## config.mk

```make
export PLATFORM = sky130hd
export DESIGN_NAME = mem_wb_stage_flat
export DESIGN_NICKNAME = d
export VERILOG_FILES = /design/src/rtl/riscv_pkg.sv /design/src/rtl/mem_wb_stage_if.sv /design/src/rtl/mem_wb_stage_load_align.sv /design/src/rtl/mem_wb_stage.sv /design/src/flat_wrapper.sv
export SDC_FILE = /design/constraint.sdc
export NUM_CORES = 1
export LEC_CHECK = 0
export BUFFER_PORTS_ARGS = -buffer_cell sky130_fd_sc_hd__clkbuf_2
export CAP_MARGIN = 20
export CORE_MARGIN = 2
export CORE_UTILIZATION = 35
export DETAILED_ROUTE_END_ITERATION = 8
export MAX_ROUTING_LAYER = met4
export SLEW_MARGIN = 25
export SYNTH_ARGS = -nofsm -noshare
export SYNTH_HDL_FRONTEND = slang
export SYNTH_SLANG_ARGS = --single-unit
```

## constraint.sdc

```tcl
create_clock -name clk_i -period 2.1 [get_ports clk_i]
set_input_delay 0.21 -clock clk_i [delete_from_list [all_inputs] [get_ports clk_i]]
set_output_delay 0.21 -clock clk_i [all_outputs]
set_load 0.005 [all_outputs]
```

## src/rtl/riscv_pkg.sv

```systemverilog
// Shared definitions for the writeback path of the pipelined RISC-V core.
//   wb_sel_e   : writeback source select carried down the pipe from decode
//   F3_*       : load funct3 encodings understood by the load formatter
//   wb_state_e : MEM/WB stage sequencing states
package riscv_pkg;

    typedef enum logic [1:0] {
        WB_ALU  = 2'b00,
        WB_LOAD = 2'b01,
        WB_PC4  = 2'b10
    } wb_sel_e;

    localparam logic [2:0] F3_LB  = 3'b000;
    localparam logic [2:0] F3_LH  = 3'b001;
    localparam logic [2:0] F3_LW  = 3'b010;
    localparam logic [2:0] F3_LBU = 3'b100;
    localparam logic [2:0] F3_LHU = 3'b101;

    typedef enum logic [1:0] {
        IDLE      = 2'b00,
        LOAD_WAIT = 2'b01,
        WRITE     = 2'b10
    } wb_state_e;

endpackage

```

## src/rtl/mem_wb_stage_if.sv

```systemverilog
// Signal bundle between the MEM stage / data memory and the MEM/WB stage,
// plus the register-file write port driven by the stage.
//   master : MEM stage + data memory side (drives instruction and load data)
//   slave  : MEM/WB stage (drives stall, register-file write, timeout pulse)
interface mem_wb_stage_if #(
    parameter int DATA_WIDTH = 32
);
    logic                  mem_valid_i;
    logic [4:0]            mem_rd_addr_i;
    logic                  mem_rd_wren_i;
    logic [1:0]            mem_wb_sel_i;
    logic [2:0]            mem_funct3_i;
    logic [DATA_WIDTH-1:0] mem_alu_result_i;
    logic [DATA_WIDTH-1:0] mem_pc_plus4_i;
    logic                  dmem_rvalid_i;
    logic [DATA_WIDTH-1:0] dmem_rdata_i;
    logic                  stall_o;
    logic                  rd_wren_o;
    logic [4:0]            rd_addr_o;
    logic [DATA_WIDTH-1:0] rd_data_o;
    logic                  load_timeout_o;

    modport master (
        output mem_valid_i, mem_rd_addr_i, mem_rd_wren_i, mem_wb_sel_i,
               mem_funct3_i, mem_alu_result_i, mem_pc_plus4_i,
               dmem_rvalid_i, dmem_rdata_i,
        input  stall_o, rd_wren_o, rd_addr_o, rd_data_o, load_timeout_o
    );

    modport slave (
        input  mem_valid_i, mem_rd_addr_i, mem_rd_wren_i, mem_wb_sel_i,
               mem_funct3_i, mem_alu_result_i, mem_pc_plus4_i,
               dmem_rvalid_i, dmem_rdata_i,
        output stall_o, rd_wren_o, rd_addr_o, rd_data_o, load_timeout_o
    );

endinterface

```

## src/rtl/mem_wb_stage_load_align.sv

```systemverilog
// Load formatter: picks the addressed byte/halfword out of the raw memory
// word and sign- or zero-extends it according to funct3.
//   funct3_i   : load type
//   offset_i   : byte offset within the word (load address bits [1:0])
//   raw_word_i : aligned word returned by data memory
//   word_o     : value to write back to rd
module load_align
    import riscv_pkg::*;
#(
    parameter int DATA_WIDTH = 32
) (
    input  logic [2:0]            funct3_i,
    input  logic [1:0]            offset_i,
    input  logic [DATA_WIDTH-1:0] raw_word_i,
    output logic [DATA_WIDTH-1:0] word_o
);

    logic [7:0]  byte_s;
    logic [15:0] half_s;

    // Lane select; halfword loads use only offset bit 1 (bit 0 is ignored).
    always_comb begin
        byte_s = raw_word_i[{offset_i, 3'b000} +: 8];
        half_s = raw_word_i[{offset_i[1], 4'b0000} +: 16];
    end

    // Extension by load type; reserved codes behave like LW.
    always_comb begin
        word_o = raw_word_i;
        case (funct3_i)
            F3_LB:   word_o = {{(DATA_WIDTH-8){byte_s[7]}}, byte_s};
            F3_LBU:  word_o = {{(DATA_WIDTH-8){1'b0}}, byte_s};
            F3_LH:   word_o = {{(DATA_WIDTH-16){half_s[15]}}, half_s};
            F3_LHU:  word_o = {{(DATA_WIDTH-16){1'b0}}, half_s};
            default: word_o = raw_word_i;
        endcase
    end

endmodule

```

## src/rtl/mem_wb_stage.sv

```systemverilog
// MEM/WB pipeline stage. Accepts one instruction per cycle from MEM, waits
// for load data when needed (stalling upstream), formats loads and drives
// the register-file write port for one cycle in WRITE.
//   clk_i, rst_ni : clock, asynchronous active-low reset
//   bus (slave)   : MEM-stage instruction, load response, stall, rf write
//                   port and the load-timeout pulse
module mem_wb_stage
    import riscv_pkg::*;
#(
    parameter int DATA_WIDTH   = 32,
    parameter int LOAD_TIMEOUT = 16
) (
    input  logic           clk_i,
    input  logic           rst_ni,
    mem_wb_stage_if.slave  bus
);

    localparam int CNT_W = (LOAD_TIMEOUT > 1) ? $clog2(LOAD_TIMEOUT) : 1;
    localparam logic [CNT_W-1:0] CNT_LAST = CNT_W'(LOAD_TIMEOUT - 1);
    localparam logic [CNT_W-1:0] CNT_ONE  = CNT_W'(1);

    wb_state_e             state_r;
    wb_state_e             state_nxt_s;
    logic [CNT_W-1:0]      cnt_r;
    logic [4:0]            rd_addr_r;
    logic                  rd_wren_r;
    logic [1:0]            wb_sel_r;
    logic [2:0]            funct3_r;
    logic [1:0]            offset_r;
    logic [DATA_WIDTH-1:0] alu_r;
    logic [DATA_WIDTH-1:0] pc4_r;
    logic [DATA_WIDTH-1:0] load_data_r;
    logic                  timed_out_r;

    logic                  accept_s;
    logic                  timeout_hit_s;
    logic [DATA_WIDTH-1:0] aligned_s;
    logic [DATA_WIDTH-1:0] wb_data_s;

    load_align #(
        .DATA_WIDTH (DATA_WIDTH)
    ) u_load_align (
        .funct3_i   (funct3_r),
        .offset_i   (offset_r),
        .raw_word_i (bus.dmem_rdata_i),
        .word_o     (aligned_s)
    );

    // Accept and timeout qualifiers; a zero LOAD_TIMEOUT never expires.
    always_comb begin
        accept_s      = bus.mem_valid_i && (state_r != LOAD_WAIT);
        timeout_hit_s = 1'b0;
        if ((LOAD_TIMEOUT != 0) && (cnt_r == CNT_LAST)) begin
            timeout_hit_s = 1'b1;
        end else begin
            timeout_hit_s = 1'b0;
        end
    end

    // Next-state logic; load data beats the timeout when both occur.
    always_comb begin
        state_nxt_s = state_r;
        case (state_r)
            IDLE, WRITE: begin
                if (accept_s) begin
                    if (bus.mem_wb_sel_i == WB_LOAD) begin
                        state_nxt_s = LOAD_WAIT;
                    end else begin
                        state_nxt_s = WRITE;
                    end
                end else begin
                    state_nxt_s = IDLE;
                end
            end
            LOAD_WAIT: begin
                if (bus.dmem_rvalid_i || timeout_hit_s) begin
                    state_nxt_s = WRITE;
                end else begin
                    state_nxt_s = LOAD_WAIT;
                end
            end
            default: state_nxt_s = IDLE;
        endcase
    end

    // State register.
    always_ff @(posedge clk_i or negedge rst_ni) begin
        if (!rst_ni) begin
            state_r <= IDLE;
        end else begin
            state_r <= state_nxt_s;
        end
    end

    // Instruction capture, load-wait counter and formatted load data.
    always_ff @(posedge clk_i or negedge rst_ni) begin
        if (!rst_ni) begin
            cnt_r       <= '0;
            rd_addr_r   <= 5'd0;
            rd_wren_r   <= 1'b0;
            wb_sel_r    <= 2'b00;
            funct3_r    <= 3'b000;
            offset_r    <= 2'b00;
            alu_r       <= '0;
            pc4_r       <= '0;
            load_data_r <= '0;
            timed_out_r <= 1'b0;
        end else if (accept_s) begin
            cnt_r       <= '0;
            rd_addr_r   <= bus.mem_rd_addr_i;
            rd_wren_r   <= bus.mem_rd_wren_i;
            wb_sel_r    <= bus.mem_wb_sel_i;
            funct3_r    <= bus.mem_funct3_i;
            offset_r    <= bus.mem_alu_result_i[1:0];
            alu_r       <= bus.mem_alu_result_i;
            pc4_r       <= bus.mem_pc_plus4_i;
            load_data_r <= '0;
            timed_out_r <= 1'b0;
        end else if (state_r == LOAD_WAIT) begin
            if (bus.dmem_rvalid_i) begin
                load_data_r <= aligned_s;
            end else if (timeout_hit_s) begin
                timed_out_r <= 1'b1;
            end else begin
                cnt_r <= cnt_r + CNT_ONE;
            end
        end
    end

    // Writeback source mux; the reserved select code falls back to ALU.
    always_comb begin
        wb_data_s = alu_r;
        case (wb_sel_r)
            WB_LOAD: wb_data_s = load_data_r;
            WB_PC4:  wb_data_s = pc4_r;
            default: wb_data_s = alu_r;
        endcase
    end

    // Register-file port is live only in WRITE; x0 and abandoned loads never write.
    always_comb begin
        bus.stall_o        = (state_r == LOAD_WAIT);
        bus.rd_wren_o      = 1'b0;
        bus.rd_addr_o      = 5'd0;
        bus.rd_data_o      = '0;
        bus.load_timeout_o = 1'b0;
        if (state_r == WRITE) begin
            bus.rd_wren_o      = rd_wren_r && (rd_addr_r != 5'd0) && !timed_out_r;
            bus.rd_addr_o      = rd_addr_r;
            bus.rd_data_o      = wb_data_s;
            bus.load_timeout_o = timed_out_r;
        end else begin
            bus.rd_wren_o      = 1'b0;
            bus.rd_addr_o      = 5'd0;
            bus.rd_data_o      = '0;
            bus.load_timeout_o = 1'b0;
        end
    end

endmodule

```

## src/flat_wrapper.sv

```systemverilog
// flat-port wrapper written by rule: the top's interface ports become plain ports
module mem_wb_stage_flat import riscv_pkg::*;
#(
    parameter int DATA_WIDTH   = 32,
    parameter int LOAD_TIMEOUT = 16
)
  (clk_i, rst_ni, bus_mem_valid_i, bus_mem_rd_addr_i, bus_mem_rd_wren_i, bus_mem_wb_sel_i, bus_mem_funct3_i, bus_mem_alu_result_i, bus_mem_pc_plus4_i, bus_dmem_rvalid_i, bus_dmem_rdata_i, bus_stall_o, bus_rd_wren_o, bus_rd_addr_o, bus_rd_data_o, bus_load_timeout_o);
  mem_wb_stage_if #(.DATA_WIDTH(DATA_WIDTH)) bus_i ();
  input  logic clk_i;
  input  logic rst_ni;
  input wire logic [$bits(bus_i.mem_valid_i)-1:0] bus_mem_valid_i;
  input wire logic [$bits(bus_i.mem_rd_addr_i)-1:0] bus_mem_rd_addr_i;
  input wire logic [$bits(bus_i.mem_rd_wren_i)-1:0] bus_mem_rd_wren_i;
  input wire logic [$bits(bus_i.mem_wb_sel_i)-1:0] bus_mem_wb_sel_i;
  input wire logic [$bits(bus_i.mem_funct3_i)-1:0] bus_mem_funct3_i;
  input wire logic [$bits(bus_i.mem_alu_result_i)-1:0] bus_mem_alu_result_i;
  input wire logic [$bits(bus_i.mem_pc_plus4_i)-1:0] bus_mem_pc_plus4_i;
  input wire logic [$bits(bus_i.dmem_rvalid_i)-1:0] bus_dmem_rvalid_i;
  input wire logic [$bits(bus_i.dmem_rdata_i)-1:0] bus_dmem_rdata_i;
  output wire logic [$bits(bus_i.stall_o)-1:0] bus_stall_o;
  output wire logic [$bits(bus_i.rd_wren_o)-1:0] bus_rd_wren_o;
  output wire logic [$bits(bus_i.rd_addr_o)-1:0] bus_rd_addr_o;
  output wire logic [$bits(bus_i.rd_data_o)-1:0] bus_rd_data_o;
  output wire logic [$bits(bus_i.load_timeout_o)-1:0] bus_load_timeout_o;
  assign bus_i.mem_valid_i = bus_mem_valid_i;
  assign bus_i.mem_rd_addr_i = bus_mem_rd_addr_i;
  assign bus_i.mem_rd_wren_i = bus_mem_rd_wren_i;
  assign bus_i.mem_wb_sel_i = bus_mem_wb_sel_i;
  assign bus_i.mem_funct3_i = bus_mem_funct3_i;
  assign bus_i.mem_alu_result_i = bus_mem_alu_result_i;
  assign bus_i.mem_pc_plus4_i = bus_mem_pc_plus4_i;
  assign bus_i.dmem_rvalid_i = bus_dmem_rvalid_i;
  assign bus_i.dmem_rdata_i = bus_dmem_rdata_i;
  assign bus_stall_o = bus_i.stall_o;
  assign bus_rd_wren_o = bus_i.rd_wren_o;
  assign bus_rd_addr_o = bus_i.rd_addr_o;
  assign bus_rd_data_o = bus_i.rd_data_o;
  assign bus_load_timeout_o = bus_i.load_timeout_o;
  mem_wb_stage #(.DATA_WIDTH(DATA_WIDTH), .LOAD_TIMEOUT(LOAD_TIMEOUT)) u_core (.clk_i(clk_i), .rst_ni(rst_ni), .bus(bus_i));
endmodule
```

== After elaboration in Yosys (flattened, before gate mapping) ==
Index checks and enable logic that the tools add are counted.
Cells by class
  $add $sub $neg: 1
  multiply operators: 0
  divide/modulo/power cells: 0
  magnitude comparators: 0
  equality and inequality tests: 12
  shift-type cells: 2
  muxes and demuxes: 22
  bitwise gates (word level): 0
  reductions and logical operators: 15
Operators with widths (count)
  $mux W32: 4
  $pmux W32 S4: 1
  $pmux W32 S2: 1
  $shiftx A32 B6 Y16: 1
  $shiftx A32 B6 Y8: 1
  $mux W4: 4
  $mux W1: 7
  $eq A2 B1 Y1 const B: 3
  $eq A3 B3 Y1 const B: 2
  $mux W2: 3
  $ne A2 B1 Y1 const B: 3
  $reduce_and A3 Y1: 2
  $reduce_bool A2 Y1: 3
  $mux W5: 1
  $reduce_bool A5 Y1: 1
  $add A4 B1 Y4 const B: 1
  $eq A2 B2 Y1 const B: 2
  $eq A4 B4 Y1 const B: 1
  $pmux W2 S2: 1
  $eq A3 B1 Y1 const B: 1
  $logic_and A1 B1 Y1: 3
  $logic_not A3 Y1: 1
  $logic_not A2 Y1: 1
  $reduce_and A2 Y1: 1
  other kinds (3): 3
Word-level totals
  register bits after elaboration: 116
  latch bits: 0
  RAM bits: 0
  ROM bits: 0
  input port bits: 111
  output and inout bits: 40
  logic and storage cells: 63
  memories kept: 0

== Logic depth before layout (Yosys ltp) ==
  word-level depth: 6
  depth in mapped cells: 7
  mapped depth without buffers: 6

== Hierarchy ==
From an unflattened synthesis, not the netlist that was laid out.
Unflattened totals
  cell total of the unflattened synthesis: 504
  area, all modules: 5776.8 µm²
By module, submodules not included
  mem_wb_stage: instances 1, cells each 395, area each 5148.7 µm², sequential area each 2852.7 µm²
  load_align: instances 1, cells each 109, area each 628.1 µm², sequential area each 0.0 µm²

== Worst setup path after synthesis ==
Ideal clock, no wire load.
  path type: reg-to-output
  from: register u_core.wb_sel_r[0]
  to: output bus_rd_data_o[10]
  data arrival time: 1413 ps
  required time: 1890 ps
  slack: 477 ps
  cell stages (with the launch flop): 8
  path buffers: 2
  cells stage by stage: dfrtp_1 inv_1 ha_1 clkbuf_1 buf_1 nor2_1 a21oi_1 nor2_1
Between the ends
  cells in the longest elaborated chain, start to end: 3
  elaborated cells on any way between the ends: 4
  those cells by class: eq/ne (2); mux (2)
Ends and longest elaborated chain
  start, declared: line mem_wb_stage.sv:27  | logic [1:0] wb_sel_r;
  start signal, assigned: line mem_wb_stage.sv:112  | wb_sel_r <= bus.mem_wb_sel_i;
  $eq A2 B2 Y1 / $eq A2 B1 Y1 (equally long branches): line mem_wb_stage.sv:133  | case (wb_sel_r)
  $pmux W32 S2 (*): line mem_wb_stage.sv:133
  $mux W32 (*): line mem_wb_stage.sv:147  | if (state_r == WRITE) begin
  end, declared: line flat_wrapper.sv:23  | output wire logic [$bits(bus_i.rd_data_o)-1:0] bus_rd_data_o;
Mark *: on every way between the ends. The rest lies on a longest branch, timed or not.

== Worst setup path after layout ==
  from: register u_core.wb_sel_r[0]
  to: output bus_rd_data_o[2]
The elaborated chain is that of the path after synthesis.

==> impl_results.md <==
* Status: finished clean
* Crit-path max FO at 16
* Critical Path Start: u_core.wb_sel_r[0]
* Place WS at 0.265 ns
* Dpl hpwl at 11700 um
* Met3 usage at 5.38%
* Global routing usage on met1 at 28.4%
* TritonCTS clock tree: yes
* Fin crit period at 2.06 ns
* Leakage at 0.00412 uW
* First-pass DRT Iterations at 5
* Period Utilization, post-route at 98.2%
* IO Port Bufs at 150
* Yosys warns at 0
* Gr busiest metal: met2
* Core outline area at 15900 um^2
* Largest net degree at the start of global routing at 115
* GRT Total Usage at 21.4%
* Final nets at 993
* Total CTS buffers at 17
* Worst Hold Depth at 3
* Clk sink count at 114
* Root buffer cell: clkbuf_16
* Skew-Pair Late Insertion Delay at 0.42 ns
* Die Span Y at 132 um
* Final ANT Viol Nets at 0
* Slew @ Worst Pin at 0.747 ns
* DRT Wirelength at 18800 um
* Fmax at 485 MHz
* CP required at 1.89 ns
* R2r worst-path depth at 4
* Max VDD drop at 0.638 mV
* Number of global-route vias before repair at 5351
* WP data arrival at 1.85 ns
* Initial antenna violation count at 0
* Cell Area, Synth at 5710 um^2
* Async SR Flop Fraction at 100%
* Area of the multi-input gates at 2850 um^2
* Ports at 151
* Setup TNS at 0 ns
* Post-DP Area at 6720 um^2
* Ys flop type: dfrtp_1
* Critical setup path kind: register to primary output
* Via count at 5489
* Maxcap violations at 0
* Filler cell count at 1487
* Post-synth net total at 774
* FP Rows at 46
* Final Util at 52.7%
* Final setup vio count at 0
* EDFF count, synth at 0
* Final instance area at 8400 um^2
* Syn avg cell area at 8.65 um^2
* RSZ-0062 raised after global routing: true
* Synth-to-layout area growth at 47.1%
* Ant. Diodes at 0
* Routing usage on met2 at 31.5%
* Cells after synthesis at 660
* Starting DRT DRC Count at 304
* First-pass GRT wire length at 28200 um
* Hold Slack at 0.00665 ns
* GRT overflow at 0
* Layout cells sized above 1 at 31.0%
* Register Area at 2850 um^2
* Die X at 132 um
* Worst setup SP type: register
* DRC violations left at 0
* Critical Path End Type: primary output
* Htree depth at 4
* CTS clk-pin slew, worst paths at 0.06 ns
* PwrDens at 813 nW/um^2
* Sequential area share after synthesis at 49.9%
* HP Start: bus_mem_pc_plus4_i[29]
* Register-to-register setup slack at 0.22 ns
* Clock buffer depth at 2
* Clock Skew at 0.00897 ns
* Slew Limit Fails at 0
* Reg-to-Reg End: u_core.load_data_r[17]
* Slew headroom at 50.1%
* Via/cell ratio at 4.96
* Setup ws final at 0.0383 ns
* Wire per inst at 17.0 um
* Starting Density at 35.8%
* Final hold vios at 0
* Worst r2r src: u_core.state_r[1]
* Post-synth cell types at 45
* Seq cells post-synth at 114
* Min-Delay Path Class: input pin to register
* GP Congestion at 0.884
* Die area at 17400 um^2
* Hold Path Sink: u_core.pc4_r[29]
worst max-delay path by stage:
stage | to | slack (ns)
floorplan | bus_rd_data_o[10] | 0.48
global placement | u_core.load_data_r[16] | 0.29
detailed placement | u_core.load_data_r[31] | 0.26
CTS | bus_rd_data_o[25] | 0.03
global route | bus_rd_data_o[23] | -0.05
finish | bus_rd_data_o[2] | 0.04
timing repair:
| action | CTS | global route |
|---|---|---|
| pin swaps | 0 | 13 |
| hold endpoints to repair | 181 | 0 |
| endpoints found under the setup margin | 28 | 32 |
| gates cloned | 0 | 6 |
| buffers inserted | 0 | 7 |
| gates resized for setup | 3 | 71 |
| hold buffers | 68 | 0 |
logic make-up after synthesis:
logic type	synth area share [%]
AO/OA/AOI/OAI	15.5
adder cells (fa/ha/maj)	0.657
AND/OR/NAND/NOR	26.2
XOR/XNOR	0.460
multiplexers	2.69
flip-flops	49.9
buffers and inverters	4.60
Yosys cell counts, types with 2 or more instances:
master     instances  area [um^2]
o21ai_0            6         30.0
nand2b_1          22          138
nor2_1            68          255
mux2_2             7         78.8
ha_1               3         37.5
buf_2             18         90.1
dfrtp_1          114         2850
o22ai_1            2         12.5
and3_1             2         12.5
or4_1              2         15.0
buf_1              4         15.0
xor2_1             3         26.3
a221o_1           16          160
o221ai_1           6         52.6
and2_1             7         43.8
inv_1              6         22.5
clkbuf_1          20         75.1
buf_6              4         45.0
a22oi_1           32          240
o2bb2ai_1          8         70.1
nand2_1          230          863
nand3_1           13         65.1
a32o_1             7         70.1
a21oi_1           33          165
nor2b_1            2         12.5
nor3b_1            2         15.0
a221oi_1           3         26.3
buf_4              2         15.0
mux2_4             2         30.0
critical path, cell delays in order, from the launching register on:
cell	delay, ns
dfrtp_1	0.40
inv_2	0.07
ha_4	0.19
buf_12	0.17
a22oi_2	0.29
nor2_4	0.05
a21oi_2	0.10
nor2_1	0.06
clkbuf_2	0.11
routing by layer:
metal,vias to the layer above,part of all wire [%]
met5,-,0
met3,31,5.6
met2,185,46
met4,0,2.5
li1,2676,-
met1,2597,46
final cells by class:
| class | count | share of cell area, % |
|---|---|---|
| tap | 216 | 3.22 |
| clock buffer | 23 | 5.69 |
| sequential | 114 | 34.0 |
| timing repair buffer | 248 | 22.5 |
| multi-input combinational | 492 | 33.9 |
| clock inverter | 7 | 0.417 |
| inverter | 6 | 0.268 |
placed cells by master, fill, tap and decap left out, types with 4 or more instances in the layout:
| cell | count |
|---|---|
| buf_2 | 7 |
| o21ai_0 | 6 |
| a22oi_2 | 21 |
| clkinv_2 | 7 |
| clkbuf_16 | 23 |
| nand3_1 | 13 |
| nor2_4 | 7 |
| a21oi_2 | 10 |
| dlygate4sd3_1 | 68 |
| o2bb2ai_1 | 8 |
| nor2_2 | 10 |
| o221ai_1 | 6 |
| a21oi_1 | 23 |
| nand2b_1 | 21 |
| a22oi_1 | 11 |
| buf_4 | 14 |
| dfrtp_1 | 114 |
| buf_12 | 8 |
| inv_1 | 4 |
| nor2_1 | 52 |
| a32o_1 | 7 |
| nand2_1 | 230 |
| mux2_2 | 7 |
| and2_1 | 7 |
| clkbuf_2 | 142 |
| a221o_1 | 16 |
flip-flops by register name, indices dropped and copies added, names as in the netlist:
name,cells
u_core.cnt_r,4
u_core.rd_addr_r,5
u_core.state_r,2
u_core.rd_wren_r,1
u_core.funct3_r,3
u_core.wb_sel_r,2
u_core.timed_out_r,1
u_core.pc4_r,32
u_core.alu_r,32
u_core.load_data_r,32
through the flow:
stage | instances | total power, uW
final | 1106 | 6830
after global routing | 1106 | 7190
after CTS | 1093 | 6520
after detailed placement | 995 | 3840
after global placement | 995 | 3820
after floorplan | 660 | 3320
power by group:
part	total, uW	switching (uW)	internal (uW)
clock network	2540	968	1570
logic	1700	891	811
registers	2590	171	2420
total	6830	2030	4800
Power figures use the tool's default switching activity.
